`src/rtl/alu_pkg.sv`:
```
// Shared types for the pipelined ALU: operator encoding, word-op helper and
// the payload carried through every pipeline stage.
package alu_pkg;

    localparam int XLEN_MAX  = 64;
    localparam int TID_W_MAX = 8;

    typedef enum logic [4:0] {
        ADD  = 5'd0,  SUB  = 5'd1,
        XORL = 5'd2,  ORL  = 5'd3,  ANDL = 5'd4,
        SLL  = 5'd5,  SRL  = 5'd6,  SRA  = 5'd7,
        SLTS = 5'd8,  SLTU = 5'd9,
        EQ   = 5'd10, NE   = 5'd11, LTS  = 5'd12, GES  = 5'd13, LTU = 5'd14, GEU = 5'd15,
        ADDW = 5'd16, SUBW = 5'd17, SLLW = 5'd18, SRLW = 5'd19, SRAW = 5'd20,
        ANDN = 5'd21, ORN  = 5'd22, XNOR = 5'd23, MIN  = 5'd24, MAX = 5'd25,
        MINU = 5'd26, MAXU = 5'd27, CPOP = 5'd28
    } alu_op_e;

    // Sized for the widest configuration; narrower instances use the low bits.
    typedef struct packed {
        logic [XLEN_MAX-1:0]  result;
        logic                 branch;
        logic [TID_W_MAX-1:0] trans_id;
        logic                 illegal;
    } alu_payload_t;

    function automatic logic is_word_op(alu_op_e op);
        return op inside {ADDW, SUBW, SLLW, SRLW, SRAW};
    endfunction

endpackage

```
`src/rtl/alu_pipe_if.sv`:
```
// Issue/writeback handshake bundle of the pipelined ALU.
interface alu_pipe_if
    import alu_pkg::*;
#(
    parameter int XLEN       = 64,
    parameter int TRANS_ID_W = 3
);
    logic                  in_valid_i;
    logic                  in_ready_o;
    alu_op_e               op_i;
    logic [XLEN-1:0]       operand_a_i;
    logic [XLEN-1:0]       operand_b_i;
    logic [TRANS_ID_W-1:0] trans_id_i;
    logic                  out_valid_o;
    logic                  out_ready_i;
    logic [XLEN-1:0]       result_o;
    logic                  branch_o;
    logic [TRANS_ID_W-1:0] trans_id_o;
    logic                  illegal_o;

    modport master (
        output in_valid_i, op_i, operand_a_i, operand_b_i, trans_id_i, out_ready_i,
        input  in_ready_o, out_valid_o, result_o, branch_o, trans_id_o, illegal_o
    );

    modport slave (
        input  in_valid_i, op_i, operand_a_i, operand_b_i, trans_id_i, out_ready_i,
        output in_ready_o, out_valid_o, result_o, branch_o, trans_id_o, illegal_o
    );
endinterface

```
`src/rtl/alu_core.sv`:
```
// Combinational operator datapath of the pipelined ALU.
// Bitmanip operators exist only when ALU_PIPE_BITMANIP_EN is defined.
module alu_core
    import alu_pkg::*;
#(
    parameter int XLEN = 64
) (
    input  alu_op_e         op,
    input  logic [XLEN-1:0] operand_a,
    input  logic [XLEN-1:0] operand_b,
    output logic [XLEN-1:0] result,
    output logic            branch,
    output logic            illegal
);
    localparam int SHW = $clog2(XLEN);

    logic signed [XLEN-1:0] a_s;
    logic signed [XLEN-1:0] b_s;
    logic signed [31:0]     aw_s;
    logic signed [31:0]     word_res;
    logic                   lts;
    logic                   ltu;
    logic [SHW-1:0]         shamt;

    assign a_s   = operand_a;
    assign b_s   = operand_b;
    assign aw_s  = operand_a[31:0];
    assign lts   = a_s < b_s;
    assign ltu   = operand_a < operand_b;
    assign shamt = operand_b[SHW-1:0];

`ifdef ALU_PIPE_BITMANIP_EN
    function automatic logic [SHW:0] popcount(logic [XLEN-1:0] v);
        logic [SHW:0] cnt;
        cnt = '0;
        for (int i = 0; i < XLEN; i++) cnt = cnt + (SHW+1)'(v[i]);
        return cnt;
    endfunction
`endif

    always_comb begin
        word_res = '0;
        case (op)
            ADDW:    word_res = signed'(operand_a[31:0] + operand_b[31:0]);
            SUBW:    word_res = signed'(operand_a[31:0] - operand_b[31:0]);
            SLLW:    word_res = signed'(operand_a[31:0] << operand_b[4:0]);
            SRLW:    word_res = signed'(operand_a[31:0] >> operand_b[4:0]);
            SRAW:    word_res = aw_s >>> operand_b[4:0];
            default: word_res = '0;
        endcase
    end

    always_comb begin
        result  = '0;
        branch  = 1'b0;
        illegal = 1'b0;
        if (is_word_op(op)) begin
            // 32-bit results are sign-extended; RV32 has no word forms.
            if (XLEN == 64) result = XLEN'(word_res);
            else            illegal = 1'b1;
        end else begin
            case (op)
                ADD:  result = operand_a + operand_b;
                SUB:  result = operand_a - operand_b;
                XORL: result = operand_a ^ operand_b;
                ORL:  result = operand_a | operand_b;
                ANDL: result = operand_a & operand_b;
                SLL:  result = operand_a << shamt;
                SRL:  result = operand_a >> shamt;
                SRA:  result = a_s >>> shamt;
                SLTS: result = XLEN'(lts);
                SLTU: result = XLEN'(ltu);
                EQ:   branch = operand_a == operand_b;
                NE:   branch = operand_a != operand_b;
                LTS:  branch = lts;
                GES:  branch = !lts;
                LTU:  branch = ltu;
                GEU:  branch = !ltu;
`ifdef ALU_PIPE_BITMANIP_EN
                ANDN: result = operand_a & ~operand_b;
                ORN:  result = operand_a | ~operand_b;
                XNOR: result = ~(operand_a ^ operand_b);
                MIN:  result = lts ? operand_a : operand_b;
                MAX:  result = lts ? operand_b : operand_a;
                MINU: result = ltu ? operand_a : operand_b;
                MAXU: result = ltu ? operand_b : operand_a;
                CPOP: result = XLEN'(popcount(operand_a));
`endif
                default: illegal = 1'b1;
            endcase
        end
    end

endmodule

```
`src/rtl/alu_pipe.sv`:
```
// Pipelined integer ALU: alu_core followed by STAGES elastic register stages
// with valid/ready backpressure, flush and transaction-tag passthrough.
module alu_pipe
    import alu_pkg::*;
#(
    parameter int XLEN       = 64,
    parameter int STAGES     = 2,
    parameter int TRANS_ID_W = 3
) (
    input  logic     clk_i,
    input  logic     rst_i,
    input  logic     flush_i,
    alu_pipe_if.slave bus
);
    logic [XLEN-1:0] core_result;
    logic            core_branch;
    logic            core_illegal;
    alu_payload_t    pay_p0;
    logic            vld_p0;
    logic            in_ready;

    alu_payload_t    pay_pn [STAGES];
    logic [STAGES-1:0] vld_pn;
    logic [STAGES-1:0] rdy_pn;
    alu_payload_t    pay_out;
    logic            unused_pay;

    alu_core #(.XLEN(XLEN)) u_core (
        .op        (bus.op_i),
        .operand_a (bus.operand_a_i),
        .operand_b (bus.operand_b_i),
        .result    (core_result),
        .branch    (core_branch),
        .illegal   (core_illegal)
    );

    always_comb begin
        pay_p0          = '0;
        pay_p0.result   = XLEN_MAX'(core_result);
        pay_p0.branch   = core_branch;
        pay_p0.trans_id = TID_W_MAX'(bus.trans_id_i);
        pay_p0.illegal  = core_illegal;
    end

    // A stage can take new data when it is empty or its content moves on.
    always_comb begin
        rdy_pn = '0;
        rdy_pn[STAGES-1] = !vld_pn[STAGES-1] || bus.out_ready_i;
        for (int k = STAGES - 2; k >= 0; k--) rdy_pn[k] = !vld_pn[k] || rdy_pn[k+1];
    end

    assign in_ready       = !flush_i && rdy_pn[0];
    assign vld_p0         = bus.in_valid_i && in_ready;
    assign bus.in_ready_o = in_ready;

    // ---- stage 1..STAGES: valid bits (control, reset/flush) ----
    always_ff @(posedge clk_i) begin
        if (rst_i || flush_i) begin
            vld_pn <= '0;
        end else begin
            if (rdy_pn[0]) vld_pn[0] <= vld_p0;
            for (int k = 1; k < STAGES; k++)
                if (rdy_pn[k]) vld_pn[k] <= vld_pn[k-1];
        end
    end

    // ---- stage 1..STAGES: payload (data, loaded only with a valid op) ----
    always_ff @(posedge clk_i) begin
        if (rdy_pn[0] && vld_p0) pay_pn[0] <= pay_p0;
        for (int k = 1; k < STAGES; k++)
            if (rdy_pn[k] && vld_pn[k-1]) pay_pn[k] <= pay_pn[k-1];
    end

    // Outputs read zero whenever the last stage is empty.
    assign pay_out         = pay_pn[STAGES-1];
    assign bus.out_valid_o = vld_pn[STAGES-1];
    assign bus.result_o    = vld_pn[STAGES-1] ? pay_out.result[XLEN-1:0] : '0;
    assign bus.branch_o    = vld_pn[STAGES-1] && pay_out.branch;
    assign bus.trans_id_o  = vld_pn[STAGES-1] ? pay_out.trans_id[TRANS_ID_W-1:0] : '0;
    assign bus.illegal_o   = vld_pn[STAGES-1] && pay_out.illegal;
    assign unused_pay      = ^pay_out;

endmodule

```
`src/flat_wrapper.sv`:
```
// flat-port wrapper written by rule: the top's interface ports become plain ports
module alu_pipe_flat import alu_pkg::*;
#(
    parameter int XLEN       = 64,
    parameter int STAGES     = 2,
    parameter int TRANS_ID_W = 3
)
  (clk_i, rst_i, flush_i, bus_in_valid_i, bus_op_i, bus_operand_a_i, bus_operand_b_i, bus_trans_id_i, bus_out_ready_i, bus_in_ready_o, bus_out_valid_o, bus_result_o, bus_branch_o, bus_trans_id_o, bus_illegal_o);
  alu_pipe_if #(.XLEN(XLEN), .TRANS_ID_W(TRANS_ID_W)) bus_i ();
  input  logic clk_i;
  input  logic rst_i;
  input  logic flush_i;
  input wire logic [$bits(bus_i.in_valid_i)-1:0] bus_in_valid_i;
  input wire logic [$bits(bus_i.op_i)-1:0] bus_op_i;
  input wire logic [$bits(bus_i.operand_a_i)-1:0] bus_operand_a_i;
  input wire logic [$bits(bus_i.operand_b_i)-1:0] bus_operand_b_i;
  input wire logic [$bits(bus_i.trans_id_i)-1:0] bus_trans_id_i;
  input wire logic [$bits(bus_i.out_ready_i)-1:0] bus_out_ready_i;
  output wire logic [$bits(bus_i.in_ready_o)-1:0] bus_in_ready_o;
  output wire logic [$bits(bus_i.out_valid_o)-1:0] bus_out_valid_o;
  output wire logic [$bits(bus_i.result_o)-1:0] bus_result_o;
  output wire logic [$bits(bus_i.branch_o)-1:0] bus_branch_o;
  output wire logic [$bits(bus_i.trans_id_o)-1:0] bus_trans_id_o;
  output wire logic [$bits(bus_i.illegal_o)-1:0] bus_illegal_o;
  assign bus_i.in_valid_i = bus_in_valid_i;
  assign bus_i.op_i = bus_op_i;
  assign bus_i.operand_a_i = bus_operand_a_i;
  assign bus_i.operand_b_i = bus_operand_b_i;
  assign bus_i.trans_id_i = bus_trans_id_i;
  assign bus_i.out_ready_i = bus_out_ready_i;
  assign bus_in_ready_o = bus_i.in_ready_o;
  assign bus_out_valid_o = bus_i.out_valid_o;
  assign bus_result_o = bus_i.result_o;
  assign bus_branch_o = bus_i.branch_o;
  assign bus_trans_id_o = bus_i.trans_id_o;
  assign bus_illegal_o = bus_i.illegal_o;
  alu_pipe #(.XLEN(XLEN), .STAGES(STAGES), .TRANS_ID_W(TRANS_ID_W)) u_core (.clk_i(clk_i), .rst_i(rst_i), .flush_i(flush_i), .bus(bus_i));
endmodule
```
`config.mk`:
```
export PLATFORM = sky130hd
export DESIGN_NAME = alu_pipe_flat
export DESIGN_NICKNAME = d
export VERILOG_FILES = /design/src/rtl/alu_pkg.sv /design/src/rtl/alu_pipe_if.sv /design/src/rtl/alu_core.sv /design/src/rtl/alu_pipe.sv /design/src/flat_wrapper.sv
export SDC_FILE = /design/constraint.sdc
export NUM_CORES = 1
export LEC_CHECK = 0
export BUFFER_PORTS_ARGS = -buffer_cell sky130_fd_sc_hd__buf_2
export CAP_MARGIN = 20
export CORE_UTILIZATION = 29
export CTS_CLUSTER_DIAMETER = 50
export DETAILED_ROUTE_END_ITERATION = 8
export PLACE_DENSITY = 0.53
export SLEW_MARGIN = 5
export SYNTH_ARGS = -nofsm -noshare
export SYNTH_HDL_FRONTEND = slang
export SYNTH_HIERARCHICAL = 1
export SYNTH_SLANG_ARGS = --single-unit
```
`constraint.sdc`:
```
create_clock -name clk_i -period 10 [get_ports clk_i]
set_clock_uncertainty 0.2 [all_clocks]
set_input_delay 0.5 -clock clk_i [delete_from_list [all_inputs] [get_ports clk_i]]
set_output_delay 0.5 -clock clk_i [all_outputs]
set_load 0.01 [all_outputs]
```
==> Flow_metrics.wiki <==
{| class="wikitable"
! Metric !! Value
|-
| Pin count of the biggest net entering global routing || 74
|-
| Post-Syn Instances || 3645
|-
| Number of cells on the worst hold path || 3
|-
| Drt total wl || 160000 um
|-
| Worst slew margin || 22.6%
|-
| Type of origin of the critical path || primary input
|-
| Commonest register cell after synthesis || edfxtp_1
|-
| Horiz. Die Dim || 309 um
|-
| DRC violations left || 0
|-
| Static leakage power || 12.1 nW
|-
| Number of synthesized flops with an enable pin || 138
|-
| Share of layout cells above drive strength 1 || 13.7%
|-
| Via count || 31700
|-
| Slowest cell delay on critical path || 0.51 ns
|-
| Number of standard-cell rows in the floorplan || 112
|-
| Number of vias per cell || 6.39
|-
| Per-cell routed wire length || 32.3 um
|-
| Fill cell total of the finished layout || 10100
|-
| Transition time at the pin with the least slew margin || 1.15 ns
|-
| TritonCTS Buffers || 17
|-
| Worst Setup Path Type || primary input to flop
|-
| Clk_lat worst skew || 0.52 ns
|-
| Number of H-tree levels || 4
|-
| Clock tree from TritonCTS || done
|-
| Syn avg cell area || 7.48 um2
|-
| Share of synthesized area occupied by flip-flops and latches || 15.3%
|-
| Run status || complete, no violations
|-
| Synth unique cells || 88
|-
| Total Neg Setup Slack || 0 ns
|-
| Setup repair after global routing missed its margin || no
|-
| Non-filler instance count after layout || 4956
|-
| Top-level port count || 212
|-
| Required time of the critical path || 10.06 ns
|-
| Final HPWL from detailed placement || 127000 um
|-
| Cell at the slowest stage of the critical path || nor3_4
|-
| Most instantiated cells after synthesis || nor2_1 (484), a21oi_1 (408), o21ai_0 (247)
|-
| Worst vdd ir || 102 uV
|-
| Total global-route track usage || 32.6%
|-
| Number of cells traversed by the worst register-to-register path || 4
|-
| Clock transition at path regs || 0.07 ns
|-
| DRT antenna net count || 0
|-
| Buffers from clock root to sink, at most || 2
|-
| YS warnings || 6
|-
| Number of port buffers || 211
|-
| Aggregate global routing overflow || 0
|-
| Weighted congestion reported at the end of routability-driven placement || 1.05
|-
| Category of the worst setup path capture point || flop
|-
| Cts repair resizes || 0
|-
| Largest area contributor in the netlist || edfxtp_1
|-
| Antenna violations before repair || 18
|-
| Cell area after layout || 30100 um2
|-
| Most frequent cell on the critical path || o21ai_0
|-
| Critical Path Fanout Max || 20
|-
| Mapped Area || 27300 um2
|-
| # clock sinks || 140
|-
| Number of endpoints with negative hold slack in the final report || 0
|-
| Initial DRT Pass Iterations || 8
|-
| Data arrival, critical path || 6.17 ns
|-
| Count of state elements after synthesis || 140
|-
| Max-capacitance violation count || 0
|-
| Core Footprint || 93200 um2
|-
| Post-detailed-placement cell area || 29500 um2
|-
| Iter 0 DRT Violations || 4665
|-
| Clock period minus worst slack || 6.11 ns
|-
| Final slew viol count || 0
|-
| Via count of the first global-routing pass || 28900
|-
| Die area || 95300 um2
|-
| Total placed cells including tap cells || 4916
|-
| Floorplan die height || 309 um
|-
| Root buffer cell || clkbuf_16
|-
| First-pass GRT wire length || 222000 um
|-
| Cells along the critical path || buf_2 > or2_2 > nor3b_2 > buf_4 > nand2_1 > o21ai_0 > inv_1 > ha_1 > nor2b_1 > o21a_1 > o21ai_0 > a21oi_1 > a41oi_1 > o21ai_0 > nand2_1 > mux2i_1 > nor3_4 > buf_4 > o2111ai_1 > a221o_1
|-
| Post-synth top area share || 15.2%
|-
| Type of the tightest min-delay check || primary input to flop
|-
| Starting density of the core || 29.3%
|-
| Part of the cycle the worst path needs || 61.1%
|-
| Max frequency || 0.164 GHz
|-
| Cell with the most instances after synthesis || nor2_1
|-
| Mapped Nets || 4013
|-
| Final setup violation count || 0
|-
| Area growth from synthesis to layout || 10.4%
|-
| Fraction of synthesis flops using an asynchronous set or reset pin || 0%
|-
| Power per Cell Area || 102 nW/um2
|-
| Final Net Count || 4053
|-
| Biggest area contributors in the synthesized netlist || edfxtp_1 (15%), ha_1 (10%), mux4_2 (8.3%)
|}
[routing by layer]
metal | up-vias | track usage, % | wire length [um]
li1 | 13700 | - | -
met1 | 15700 | 46.5 | 69600
met2 | 1985 | 48.4 | 68000
met3 | 256 | 6.59 | 16800
met4 | 18 | 11.1 | 5740
met5 | - | 0 | 112
[worst paths after layout]
check                                                    from                        endpoint  slack [ns]
worst max-delay path                              bus_op_i[2]  u_core/pay_pn[0][56]$_DFFE_PP_        3.89
worst min-delay path                                    rst_i   u_core/vld_pn[1]$_SDFFE_PP0P_        0.04
worst max register to register  u_core/vld_pn[1]$_SDFFE_PP0P_  u_core/pay_pn[0][92]$_DFFE_PP_        7.08
worst min register to register  u_core/pay_pn[0][7]$_DFFE_PP_  u_core/pay_pn[0][81]$_DFFE_PP_        0.22
[sequential cells by signal, summed over array words and instances, names as in the netlist]
signal	count
u_core/pay_pn	138
u_core/vld_pn	2
[critical path, delay by kind of cell]
| kind | cells | cell delay [ns] |
|---|---|---|
| compound gates | 8 | 2.33 |
| fa+ha+maj | 1 | 0.27 |
| buf+inv | 4 | 0.98 |
| mux | 1 | 0.22 |
| simple gates | 6 | 1.81 |
[layout make-up]
cell class                 instances  area [um2]  area share, %
antenna                            4        10.0         0.0332
tap                             1254        1570           5.21
timing repair buffer             294        1710           5.66
clock inverter                    15         193          0.640
inverter                         218         822           2.73
multi-input combinational       3014       21200           70.4
sequential                       140        4190           13.9
clock buffer                      17         425           1.41
[kinds of logic after synthesis]
kind of cell,synth area share (%)
multiplexers,14.3
AND/OR/NAND/NOR,19.3
AO/OA/AOI/OAI,30.1
adder cells (fa/ha/maj),10.5
buffers and inverters,7.04
flip-flops,15.3
XOR/XNOR,3.46
[timing repair]
| action | 4_1_cts | 5_1_grt |
|---|---|---|
| buffers inserted | 0 | 0 |
| hold endpoints to repair | 4 | 0 |
| hold buffers | 4 | 0 |
| endpoints found under the setup margin | 0 | 0 |
[layout by cell type, fill, tap and decap left out, types with 53 or more instances in the layout]
cell and n:
a21o_1 53, edfxtp_1 138, inv_1 210, and2_1 79, buf_2 207, a21oi_1 408
nor3_1 63, mux2i_1 130, buf_4 82, nand3_1 62, xnor2_1 93, nor2_1 482
nand2_1 229, o21ai_0 247, mux4_2 100, ha_1 224, o22ai_1 56, o211ai_1 55
[report_power, final]
| part | total [mW] | switching [mW] | internal (mW) |
|---|---|---|---|
| Clock | 0.726 | 0.345 | 0.381 |
| Combinational | 1.64 | 1.12 | 0.516 |
| Sequential | 0.721 | 0.0284 | 0.693 |
| Total | 3.09 | 1.50 | 1.59 |
[through the flow]
step	hold WS [ns]	power [mW]	utilization, %	setup WS [ns]
after floorplan	0.200	1.68	-	4.57
after global placement	0.202	2.30	31.6	3.44
after detailed placement	0.205	2.30	31.6	3.48
after CTS	0.00978	3.03	32.3	4.01
after global routing	0.0435	3.19	32.3	3.49
final	0.0379	3.09	32.3	3.89
Power figures use the tool's default switching activity.
